<file path="config.mk">
export PLATFORM = sky130hd
export DESIGN_NAME = mips_datapath_memory_arbiter
export DESIGN_NICKNAME = d
export VERILOG_FILES = /design/src/rtl/mips_datapath_memory_arbiter.sv
export SDC_FILE = /design/constraint.sdc
export NUM_CORES = 1
export LEC_CHECK = 0
export CORE_ASPECT_RATIO = 0.8
export CORE_MARGIN = 5
export CORE_UTILIZATION = 17
export DETAILED_ROUTE_END_ITERATION = 8
export PLACE_DENSITY_LB_ADDON = 0.25
export SYNTH_ARGS = -nofsm -noshare
export SYNTH_HDL_FRONTEND = slang
export SYNTH_SLANG_ARGS = --single-unit
</file>
<file path="constraint.sdc">
create_clock -name clk -period 1.4 [get_ports clk]
set_input_delay 0.14 -clock clk [delete_from_list [all_inputs] [get_ports clk]]
set_output_delay 0.14 -clock clk [all_outputs]
set_load 0.01 [all_outputs]
</file>
<file path="src/rtl/mips_datapath_memory_arbiter.sv">
// Arbitrates a single byte-addressable data memory between the pipeline memory stage
// and a loader/debug host port, with a bounded host wait and one-cycle read returns.
module mips_datapath_memory_arbiter #(
    parameter int ADDR_L   = 64,
    parameter int ADDR_W   = $clog2(ADDR_L),
    parameter int HOST_MAX = 4
) (
    input  logic              clk,
    input  logic              rstN,
    input  logic              cpuReq,
    input  logic              cpuWren,
    input  logic [ADDR_W+1:0] cpuAddr,
    input  logic [31:0]       cpuData,
    input  logic [3:0]        cpuBytes,
    output logic              cpuGnt,
    output logic              cpuStall,
    output logic              cpuValid,
    output logic [31:0]       cpuOut,
    input  logic              hostReq,
    input  logic              hostWren,
    input  logic [ADDR_W+1:0] hostAddr,
    input  logic [31:0]       hostData,
    input  logic [3:0]        hostBytes,
    output logic              hostGnt,
    output logic              hostValid,
    output logic [31:0]       hostOut,
    output logic [ADDR_W+1:0] memAddr,
    output logic [31:0]       memData,
    output logic [3:0]        memBytes,
    output logic              memWren,
    input  logic [31:0]       memOut
);

    localparam logic [3:0] HOST_MAX_C = 4'(HOST_MAX);

    typedef enum logic [1:0] {
        IDLE    = 2'd0,
        RD_CPU  = 2'd1,
        RD_HOST = 2'd2
    } state_t;

    state_t     stateR;
    state_t     nextStateS;
    logic [3:0] hostWaitR;
    logic [3:0] hostWaitNextS;

    // Grant decision: CPU has priority until the host has waited HOST_MAX cycles.
    always_comb begin
        hostGnt  = hostReq & (~cpuReq | (hostWaitR == HOST_MAX_C));
        cpuGnt   = cpuReq & ~hostGnt;
        cpuStall = cpuReq & ~cpuGnt;
    end

    // Memory port mux; writes are blocked while reset is held low.
    always_comb begin
        memAddr  = '0;
        memData  = 32'h0000_0000;
        memBytes = 4'b0000;
        memWren  = 1'b0;
        if (cpuGnt) begin
            memAddr  = cpuAddr;
            memData  = cpuData;
            memBytes = cpuBytes;
            memWren  = cpuWren & rstN;
        end else if (hostGnt) begin
            memAddr  = hostAddr;
            memData  = hostData;
            memBytes = hostBytes;
            memWren  = hostWren & rstN;
        end else begin
            memWren  = 1'b0;
        end
    end

    // Host wait counter next value (saturating, cleared by grant or idle host).
    always_comb begin
        hostWaitNextS = 4'd0;
        if (hostReq && !hostGnt) begin
            if (hostWaitR == HOST_MAX_C) begin
                hostWaitNextS = HOST_MAX_C;
            end else begin
                hostWaitNextS = hostWaitR + 4'd1;
            end
        end else begin
            hostWaitNextS = 4'd0;
        end
    end

    // Read-return next state: remember who owns the data arriving next cycle.
    always_comb begin
        nextStateS = IDLE;
        if (cpuGnt && !cpuWren) begin
            nextStateS = RD_CPU;
        end else if (hostGnt && !hostWren) begin
            nextStateS = RD_HOST;
        end else begin
            nextStateS = IDLE;
        end
    end

    // State and wait-counter registers with synchronous active-low reset.
    always_ff @(posedge clk) begin
        if (!rstN) begin
            stateR    <= IDLE;
            hostWaitR <= 4'd0;
        end else begin
            stateR    <= nextStateS;
            hostWaitR <= hostWaitNextS;
        end
    end

    // Return outputs; a pending return is dropped in any cycle reset is low.
    always_comb begin
        cpuValid  = 1'b0;
        hostValid = 1'b0;
        cpuOut    = 32'h0000_0000;
        hostOut   = 32'h0000_0000;
        case (stateR)
            RD_CPU: begin
                cpuValid = rstN;
                cpuOut   = rstN ? memOut : 32'h0000_0000;
            end
            RD_HOST: begin
                hostValid = rstN;
                hostOut   = rstN ? memOut : 32'h0000_0000;
            end
            default: begin
                cpuValid  = 1'b0;
                hostValid = 1'b0;
            end
        endcase
    end

endmodule

</file>
==> out/results.tsv, run 1 <==
metric	value	unit
outcome	complete, but fails checks	
failing checks	negative setup slack	
TritonCTS Sinks	6	
Detailed Routing Iterations Pass 1	4	
Die Ht	84.9	µm
Seq cells post-synth	6	
slew at the pin closest to its max-slew limit	211	ps
final hold violation count	0	
H-tree Lvls	1	
fin. max-slew vios	0	
Critical-path top delay cell	dfxtp_2	
Vias/cell	4.37	
number of synthesized flops with an enable pin	0	
critical path, cell by cell	inv_2 -> ha_4 -> nand3b_1 -> buf_6 -> a21oi_4 -> buf_12 -> buf_4 -> buf_4 -> a22o_1 -> buf_2	
worst hold path class	reg2reg	
routability cong.	0.809	
clock-pin slew on the worst setup and hold paths	40	ps
first-pass GRT wire length	13.9	mm
most used cell, CP	buf_4	
pre-CTS setup slack	-626	ps
Post-Syn Area per Cell	7.55	µm²
Yosys cell types	21	
I/O pins	240	
fmax	0.504	GHz
DRC Markers	0	
dpl hpwl	6.75	mm
hold_buf cts	0	
Initial DRC Count	40	
Async S/R FF share, synth	0	
initial antenna violation count	0	
final setup fails	108	
die area	0.00880	mm²
CP startpoint kind	flip-flop	
Clock Skew	2.10	ps
syn nets	286	
delay-heaviest family, CP	buffers and inverters	
Area growth syn-to-layout	268	%
drt wl/cell	18.6	µm
post-route ant nets	0	
core area	0.00686	mm²
Congestion Overflow GR	0	
Commonest cells post-synth	and2_1, a22o_1, buf_6, dfxtp_1	
Leakage	0.00211	µW
sequential area share after synthesis	0.101	
Power Density	321	mW/mm²
Num CTS Buffers	3	
Max clock buf depth	2	
Slew HR	0.859	
post-synth top area share	0.346	
n_diodes	0	
final WL	9.76	mm
Most used DFF post-synth	dfxtp_1	
dominant cells by area after synthesis	and2_1, a22o_1, dfxtp_1	
Peak VDD IR	0.499	mV
critical path buffer and inverter count	6	
die width	104	µm
detailed-route via count	2294	
most instantiated library cell after synthesis	and2_1	
layout cell share with drive strength beyond 1	0.555	
Hold WS	517	ps
GRT Util Overall	0.194	
clk_lat worst skew	220	ps
crit-path max cell delay	310	ps
RSZ-0062 raised after global routing	yes	
CP required	1260	ps
CTS tree	yes	
critical path class	reg2out	
Tcrit/Tclk final	1.42	
synthesized area	0.00119	mm²
Root Driver	clkbuf_8	
vias in the first global route	2312	
Initial Utilization	0.174	
setup slack after layout	-585	ps
Critical Path Fanout Max	8	
Syn Inst Count	158	
Max Cap Violations	0	
FP Rows	27	
Crit. End Element	output pin	
cell taking the most area after synthesis	and2_1	
fin nets	568	
PortBufs	239	
CP arrival	1850	ps
Warnings, synthesis	0	
Tmin final	1990	ps
largest net degree at the start of global routing	24	
[area by class of cell]
| cell class | count | area (µm²) |
|---|---|---|
| clock buffers | 3 | 41.3 |
| repair buffers | 293 | 2960 |
| well taps | 87 | 109 |
| multi-input cells | 131 | 1130 |
| inverters | 5 | 18.8 |
| flip-flops and latches | 6 | 125 |
| fillers | 570 | 2470 |
[worst min-delay path, delay by kind of cell (launching register included)]
kind          cells  cell delay, ps
simple gates      1              40
buf+inv           1             110
flops             1             320
[logic make-up (layout without fill, tap and decap cells)]
logic type               Yosys count  after routing  synth area share
AND/OR/NAND/NOR                   80             80             0.410
AO/OA/AOI/OAI                     48             48             0.349
buffers and inverters             21            301             0.111
flip-flops                         6              6             0.101
adder cells (fa/ha/maj)            2              2            0.0210
XOR/XNOR                           1              1           0.00735
[worst paths after layout]
path                                endpoint    startpoint  cells past startpoint  slack [ps]
worst max-delay path              memAddr[2]  hostWaitR[1]                     10        -590
worst min-delay path            hostWaitR[0]  hostWaitR[0]                      2         520
worst max register to register     stateR[1]  hostWaitR[1]                      7         -60
worst min register to register  hostWaitR[0]  hostWaitR[0]                      2         520
[power by group]
group	internal, µW	total, µW	switching [µW]
clock	184	253	68.5
combinational	648	979	330
sequential	176	178	1.72
total	1010	1410	401
[repair_timing]
item | 4_1_cts | 5_1_grt
pin swaps | 33 | 44
setup buffers | 29 | 9
gates cloned | 8 | 3
setup endpoints to repair | 115 | 117
gates resized for setup | 533 | 99
[state kept, by name, indices dropped and copies added (netlist names)]
register,count
hostWaitR,4
stateR,2
[placed cells by master, fill, tap and decap left out, types with 3 or more instances in the layout]
master / count
inv_1: 3
nor2_1: 4
buf_12: 8
and2_1: 6
buf_4: 17
clkdlybuf4s50_1: 124
buf_6: 88
dfxtp_2: 4
clkbuf_8: 3
clkbuf_16: 3
and2_4: 60
a22o_1: 44
buf_2: 46
[stage by stage]
stage          utilization  cells  total power (µW)  instance area [µm²]  TNS, ps
2_1_floorplan            -    158               436                 1210     -685
3_3_place_gp         0.547    481              1070                 3750   -58380
3_5_place_dp         0.547    481              1080                 3750   -59570
4_1_cts              0.582    521              1390                 3990   -31310
5_1_grt              0.640    525              1490                 4390   -39440
6_report             0.640    525              1410                 4390   -32140
[metal layers]
metal  track usage  vias to the layer above  share of wire
met5             0                        -              0
met4        0.0238                        0         0.0097
met3        0.0464                        8          0.052
met2         0.360                       94           0.53
met1         0.232                     1065           0.40
li1              -                     1127              -
(Power assumes the default switching activity.)
==> run 2: changes to the inputs <==
--- a/config.mk
+++ b/config.mk
@@ -5,7 +5,6 @@
 export SDC_FILE = /design/constraint.sdc
 export NUM_CORES = 1
 export LEC_CHECK = 0
-export CORE_ASPECT_RATIO = 0.8
 export CORE_MARGIN = 5
 export CORE_UTILIZATION = 17
 export DETAILED_ROUTE_END_ITERATION = 8
==> run 2 against run 1 <==
Net effect:
- the run still ends with negative setup slack left
- worst hold slack worse by 76 ps
- register-to-register slack worse by 160 ps
- maximum frequency is 6.1% higher
- total power is 2.0% higher
- sequential share of layout area is 0.054 points higher
- via count is 0.57% higher
- sequential power hardly changed
==> out/results.tsv, run 2 (same netlist as run 1, synthesis figures left out) <==
metric	value	unit
outcome	complete, but fails checks	
failing checks	negative setup slack	
TritonCTS Sinks	6	
CP arrival	1730	ps
Area growth syn-to-layout	261	%
Max Cap Violations	0	
largest net degree at the start of global routing	22	
Biggest register	hostWaitR	
Peak VDD IR	0.367	mV
Congestion Overflow GR	0	
fin. max-slew vios	0	
clk_lat worst skew	220	ps
fmax	0.535	GHz
post-route ant nets	0	
core area	0.00679	mm²
drt wl/cell	19.5	µm
most common cell after layout, fill and taps aside	clkdlybuf4s50_1	
setup slack after layout	-471	ps
Detailed Routing Iterations Pass 1	4	
Tcrit/Tclk final	1.34	
Crit. End Element	output pin	
die width	93.8	µm
M2 GR Usage	0.408	
gr busiest metal	met2	
first-pass GRT wire length	13.7	mm
Power Density	334	mW/mm²
clock-pin slew on the worst setup and hold paths	40	ps
n_diodes	0	
PortBufs	239	
Num CTS Buffers	3	
RSZ-0062 raised after global routing	yes	
final hold violation count	0	
CP startpoint kind	flip-flop	
Max clock buf depth	2	
fill count	588	
I/O pins	240	
final setup fails	86	
Tmin final	1870	ps
DRC Markers	0	
layout cell share with drive strength beyond 1	0.527	
commonest non-fill, non-tap cells in the layout	clkdlybuf4s50_1, buf_6, buf_2	
Die Ht	93.8	µm
Root Driver	clkbuf_8	
fin nets	561	
CP required	1260	ps
die area	0.00879	mm²
GRT met3 Usage	0.0585	
GRT Util Overall	0.201	
Critical Path Fanout Max	8	
H-tree Lvls	1	
FP Rows	30	
grt met1 use	0.203	
pre-CTS setup slack	-649	ps
slew at the pin closest to its max-slew limit	232	ps
detailed-route via count	2307	
vias in the first global route	2341	
worst hold path class	in2reg	
Initial Utilization	0.176	
CTS tree	yes	
initial antenna violation count	0	
max reg flops	4	
Clock Skew	1.73	ps
Vias/cell	4.38	
biggest regs	hostWaitR x4, stateR x2	
dpl hpwl	7.08	mm
routability cong.	0.780	
Hold WS	440	ps
critical path class	reg2out	
final WL	10.3	mm
Slew HR	0.845	
Initial DRC Count	36	
Leakage	0.00207	µW
-- run 2: cell types whose count changed in the layout (fill, tap and decap cells not counted), moves of 3 or more --
cell / before / now
and2_1: 6 / 16
and2_4: 60 / 50
buf_12: 8 / 3
buf_2: 46 / 51
buf_4: 17 / 10
buf_6: 88 / 82
buf_8: 2 / 6
clkbuf_16: 3 / 6
-- run 2: worst paths after layout --
path,start,end,slack (ps),cells after the start
setup / recovery,hostWaitR[0],memData[13],-470,7
hold / removal,rstN,stateR[0],440,2
setup reg to reg,hostWaitR[0],stateR[1],-220,9
hold reg to reg,hostWaitR[0],hostWaitR[0],510,2
-- run 2: through the flow --
step	util	cell area [µm²]	cells	setup TNS, ps	total power, µW
finish	0.634	4310	527	-23440	1440
CTS	0.575	3910	523	-29180	1380
global placement	0.550	3740	487	-59700	1080
floorplan	-	1210	158	-685	436
global route	0.634	4310	527	-30480	1510
detailed placement	0.550	3740	487	-60580	1080
-- run 2: final cells by class --
cell class | instances | area [µm²] | area share
flip-flops and latches | 6 | 125 | 0.0291
well taps | 96 | 120 | 0.0279
repair buffers | 286 | 2890 | 0.670
multi-input cells | 131 | 1110 | 0.259
clock buffers | 3 | 41.3 | 0.00959
inverters | 5 | 18.8 | 0.00436
-- run 2: repair_timing --
item / CTS / global route
setup buffers: 25 / 9
cloned: 9 / 7
hold buffers: 0 / 0
pin swaps: 24 / 42
setup endpoints to repair: 114 / 117
resized for setup: 531 / 104
-- run 2: worst max-delay path: stages, from the launching register on --
cell      delay (ps)
dfxtp_2          310
inv_2             60
ha_4             130
nand3b_1         170
o21a_4           330
buf_12           160
a22o_1           200
buf_2            150
-- run 2: per-layer routing --
layer  wire length [µm]  vias up
li1                   -     1112
met1               3470     1046
met2               5700      141
met3                994        8
met4                122        0
met5                  0        -
-- run 2: power by group --
group	internal (µW)	switching, µW
clock network	184	68.4
registers	176	1.93
logic	665	342
total	1030	413
==> edit 1 (flow settings as in run 1) <==
Change the parameter `ADDR_L` from 64 to 32.
--- a/src/rtl/mips_datapath_memory_arbiter.sv
+++ b/src/rtl/mips_datapath_memory_arbiter.sv
@@ -3,3 +3,3 @@
 module mips_datapath_memory_arbiter #(
-    parameter int ADDR_L   = 64,
+    parameter int ADDR_L   = 32,
     parameter int ADDR_W   = $clog2(ADDR_L),
Interface: changed (resized cpuAddr, hostAddr and memAddr); port bits go from 240 to 237. The function was not compared with the original's and may differ.
==> edit 1 against run 1 <==
  * The flow still finishes with violations (setup timing)
  * Final area shrank 0.91%
  * Area after synthesis increased by 1.5%
  * Routed wire length shrank 0.58%
  * Sequential cell count unchanged
  * Power decreased by 1.1%
  * Combinational power down 2.8%
  * Utilization shrank 0.89 points
  * Largest cell class unchanged
  * Critical path depth down 3
  * Clock skew about the same
  * Worst setup slack better by 210 ps
==> edit 1: results (changes against run 1) <==
| Metric | Value |
|---|---|
| Status | complete, but fails checks (unchanged) |
| Failing checks | setup timing (unchanged) |
| Peak supply drop | 0.0003688 V (was 0.0004995 V) |
| Sequential area share after synthesis | 0.09928 (was 0.1007) |
| CP Max Fanout | 12 (was 8) |
| Final Worst Setup Slack | -377.3 ps (was -585.2 ps) |
| Vias in the first global route | 2396 (was 2312) |
| Place WS | -623.6 ps (was -626.3 ps) |
| Global-route wire length before repair | 13.92 mm (was 13.86 mm) |
| Synth area leaders | and2_1, a22o_1, dfxtp_1 (unchanged) |
| R2r setup slk | 70 ps (was -60 ps) |
| Clock Power | 0.263 mW (was 0.253 mW) |
| Worst hold slack | 518.1 ps (was 516.8 ps) |
| Final HPWL from detailed placement | 6.611 mm (was 6.751 mm) |
| FF-to-FF Start | hostWaitR[0] (was hostWaitR[1]) |
| Routed WL | 9.705 mm (was 9.762 mm) |
| Max-slew headroom | 0.8455 (was 0.8590) |
| Postcts setup bufs | 22 (was 29) |
| GPL Wtd Cong | 0.7548 (was 0.8089) |
| Overall Global Routing Usage | 0.1922 (was 0.1937) |
| Delay-heaviest family, CP | compound AO/OA/AOI/OAI gates (was buffers and inverters) |
| Internal power | 0.9883 mW (was 1.009 mW) |
| Top cells by count, synth | and2_1, a22o_1, buf_6, dfxtp_1 (unchanged) |
| Syn_area_per_cell | 7.706 um^2 (was 7.547 um^2) |
| Leak Pwr | 2.059 nW (was 2.113 nW) |
| Reg2reg end | stateR[0] (was stateR[1]) |
| Setup Total Neg Slack | -19620 ps (was -32140 ps) |
| IO Port Bufs | 236 (was 239) |
| Fin nets | 549 (was 568) |
| Final setup violation count | 111 (was 108) |
| Worst Path Arrival | 1640 ps (was 1850 ps) |
| Sequential share of power | 0.128 (was 0.126) |
| Pin count of the biggest net entering global routing | 18 (was 24) |
| R2R depth | 6 (was 7) |
| # fillers | 614 (was 570) |
[edit 1: cells by family (layout without fill, tap and decap cells)]
| group | count (synthesis) | count (layout) | share of synthesized area |
|---|---|---|---|
| and+or+nand+nor | 80 | 80 | 0.4147 |
| AOI/OAI and AO/OA | 47 | 47 | 0.3371 |
| buffers and inverters | 21 | 285 | 0.1210 |
| DFF | 6 | 6 | 0.09928 |
| adders and majority gates | 2 | 2 | 0.02068 |
| xor gates and xnor gates | 1 | 1 | 0.007240 |
[edit 1: final cells by class]
type / count / area (um^2) / share of cell area
Clock buffer: 3 / 41.29 / 0.009499
Inverter: 5 / 18.77 / 0.004318
Multi-Input combinational cell: 130 / 1147 / 0.2640
Sequential cell: 6 / 125.1 / 0.02879
Tap cell: 87 / 108.9 / 0.02504
Timing Repair Buffer: 277 / 2905 / 0.6684
[edit 1: per-layer routing]
metal,part of all wire,global-route usage
met1,0.36,0.2184
met2,0.55,0.3611
met3,0.071,0.05247
met4,0.016,0.03529
met5,0,0
==> edit 2 (flow settings as in run 1) <==
Without the edit above. Re-encode `state_t` (3 states) as one-hot, 3 bits wide.
--- a/src/rtl/mips_datapath_memory_arbiter.sv
+++ b/src/rtl/mips_datapath_memory_arbiter.sv
@@ -35,6 +35,6 @@
 
-    typedef enum logic [1:0] {
-        IDLE    = 2'd0,
-        RD_CPU  = 2'd1,
-        RD_HOST = 2'd2
+    typedef enum logic [2:0] {
+        IDLE    = 3'b001,
+        RD_CPU  = 3'b010,
+        RD_HOST = 3'b100
     } state_t;
Behaviour: same outputs for any inputs over 10 cycles, from zero or initial values and one cycle with rstN low; not proved beyond that.
==> edit 2 against run 1 <==
  * The run still ends with setup timing left
  * Sequential share of layout area fell by 0.24 points
  * Synthesized cell count grew 30%
  * Worst setup slack improved by 130 ps
  * Sequential cell count is 1 higher
  * Critical path depth decreased by 1
  * Final area increased by 28%
  * Routed wire length up 23%
  * Power increased by 18%
  * Area after synthesis grew 26%
  * First-iteration DRC count is 150% higher
  * Maximum frequency rose by 6.9%
  * Die area increased by 23%
  * Highest routed layer unchanged
==> edit 2: results (changes against run 1) <==
| Metric | Value |
|---|---|
| TritonCTS Buffers | 3 (unchanged) |
| Dpl cells | 554 (was 481) |
| Peak supply drop | 0.0004225 V (was 0.0004995 V) |
| Post-synth ARST share | 0 (unchanged) |
| Status | complete, but fails checks (unchanged) |
| IO Port Bufs | 239 (unchanged) |
| Overall Global Routing Usage | 0.1830 (was 0.1937) |
| Initial antenna violation count | 0 (unchanged) |
| CP Max Fanout | 5 (was 8) |
| DP Area | 4110 um^2 (was 3749 um^2) |
| Synth unique cells | 24 (was 21) |
| Clock-pin slew on the worst setup and hold paths | 40 ps (about the same) |
| Final Non-Filler Cells | 618 (was 525) |
| Top cells by count, synth | and2_1, nand3_1, a21bo_2, buf_2, dfxtp_1 (was and2_1, a22o_1, buf_6, dfxtp_1) |
| YS warnings | 0 (unchanged) |
| Place WS | -629.5 ps (was -626.3 ps) |
| Total clock sinks | 7 (was 6) |
| Clock tree buffer depth | 2 (unchanged) |
| R2R depth | 8 (was 7) |
| Vias in the first global route | 2796 (was 2312) |
| Routed WL | 12.02 mm (was 9.762 mm) |
| Worst Hold Class | in2reg (was reg2reg) |
| Iteration-0 DRC Markers | 98 (was 40) |
| Failing checks | setup timing (unchanged) |
| GPL Wtd Cong | 0.7997 (was 0.8089) |
| Setup Total Neg Slack | -29060 ps (was -32140 ps) |
| Top flop regs | hostWaitR x4, stateR x3 (was hostWaitR x4, stateR x2) |
| Worst Path Arrival | 1720 ps (was 1850 ps) |
| WHS Path Cells | 3 (was 2) |
| H-tree depth | 1 (unchanged) |
| Via density | 4.458 (was 4.370) |
| Layout cells sized above 1 | 0.6285 (was 0.5548) |
| Ant diodes | 0 (unchanged) |
| Final Worst Setup Slack | -456.4 ps (was -585.2 ps) |
| Leak Pwr | 2.616 nW (was 2.113 nW) |
| Slew @ Worst Pin | 229.9 ps (was 210.9 ps) |
| Final HPWL from detailed placement | 7.308 mm (was 6.751 mm) |
| Setup Skew | 0.6912 ps (was 2.102 ps) |
| Global-route wire length before repair | 15.75 mm (was 13.86 mm) |
| Drt pass-1 iters | 4 (unchanged) |
| Pin count of the biggest net entering global routing | 38 (was 24) |
| Final setup violation count | 114 (was 108) |
| Fin nets | 635 (was 568) |
| Synth area leaders | a21bo_2, and2_1, nand3_1 (was and2_1, a22o_1, dfxtp_1) |
| Syn_area_per_cell | 7.289 um^2 (was 7.547 um^2) |
| Synth Net Count | 334 (was 286) |
| Clock root buffer | clkbuf_8 (unchanged) |
| Clock latency on the worst-skew pair | 220 ps (about the same) |
| Ys flop type | dfxtp_1 (unchanged) |
| Sequential area share after synthesis | 0.09333 (was 0.1007) |
edit 2: worst paths after layout:
path,slack (ps),to,from
setup / recovery,-460,memAddr[6],hostWaitR[1]
hold / removal,420,stateR[0],rstN
setup reg to reg,-30,stateR[2],hostWaitR[1]
hold reg to reg,520,hostWaitR[0],hostWaitR[0]
edit 2: worst max-delay path, cell delays in order, from the launching register on:
cell	delay, ps
dfxtp_2	320
inv_2	40
ha_4	150
nand3b_1	150
a21boi_4	90
buf_6	150
buf_12	130
buf_16	130
a21bo_4	210
buf_6	110
edit 2: per-layer routing:
metal	global-route usage	wire length, um
met5	0	0
met1	0.2095	4289
met4	0.03812	331
met2	0.3401	6493
met3	0.04701	905
edit 2: cell type report:
| cell class | instances | area (um^2) |
|---|---|---|
| inverter | 4 | 15.01 |
| clock buffer | 4 | 45.04 |
| timing repair buffer | 316 | 3560 |
| fill | 660 | 2953 |
| tap | 112 | 140.1 |
| sequential | 7 | 146.4 |
| multi-input combinational | 175 | 1699 |
edit 2: timing repair:
item	in CTS	in global routing
buffers inserted	38	20
gates cloned	9	4
pin swaps	40	58
setup endpoints to repair	114	116
gates resized for setup	592	182
edit 2: cells by family after synthesis:
family / count (synthesis) / share of synthesized area
AO/OA/AOI/OAI: 47 / 0.3117
XOR/XNOR: 2 / 0.01167
adder cells (fa/ha/maj): 2 / 0.01666
buffers and inverters: 24 / 0.08000
flip-flops: 7 / 0.09333
AND/OR/NAND/NOR: 124 / 0.4867
edit 2: report_power, final:
group	internal, mW	switching, mW	total, mW
clock network	0.196	0.0781	0.274
registers	0.207	0.00280	0.210
logic	0.810	0.363	1.17
total	1.21	0.444	1.66
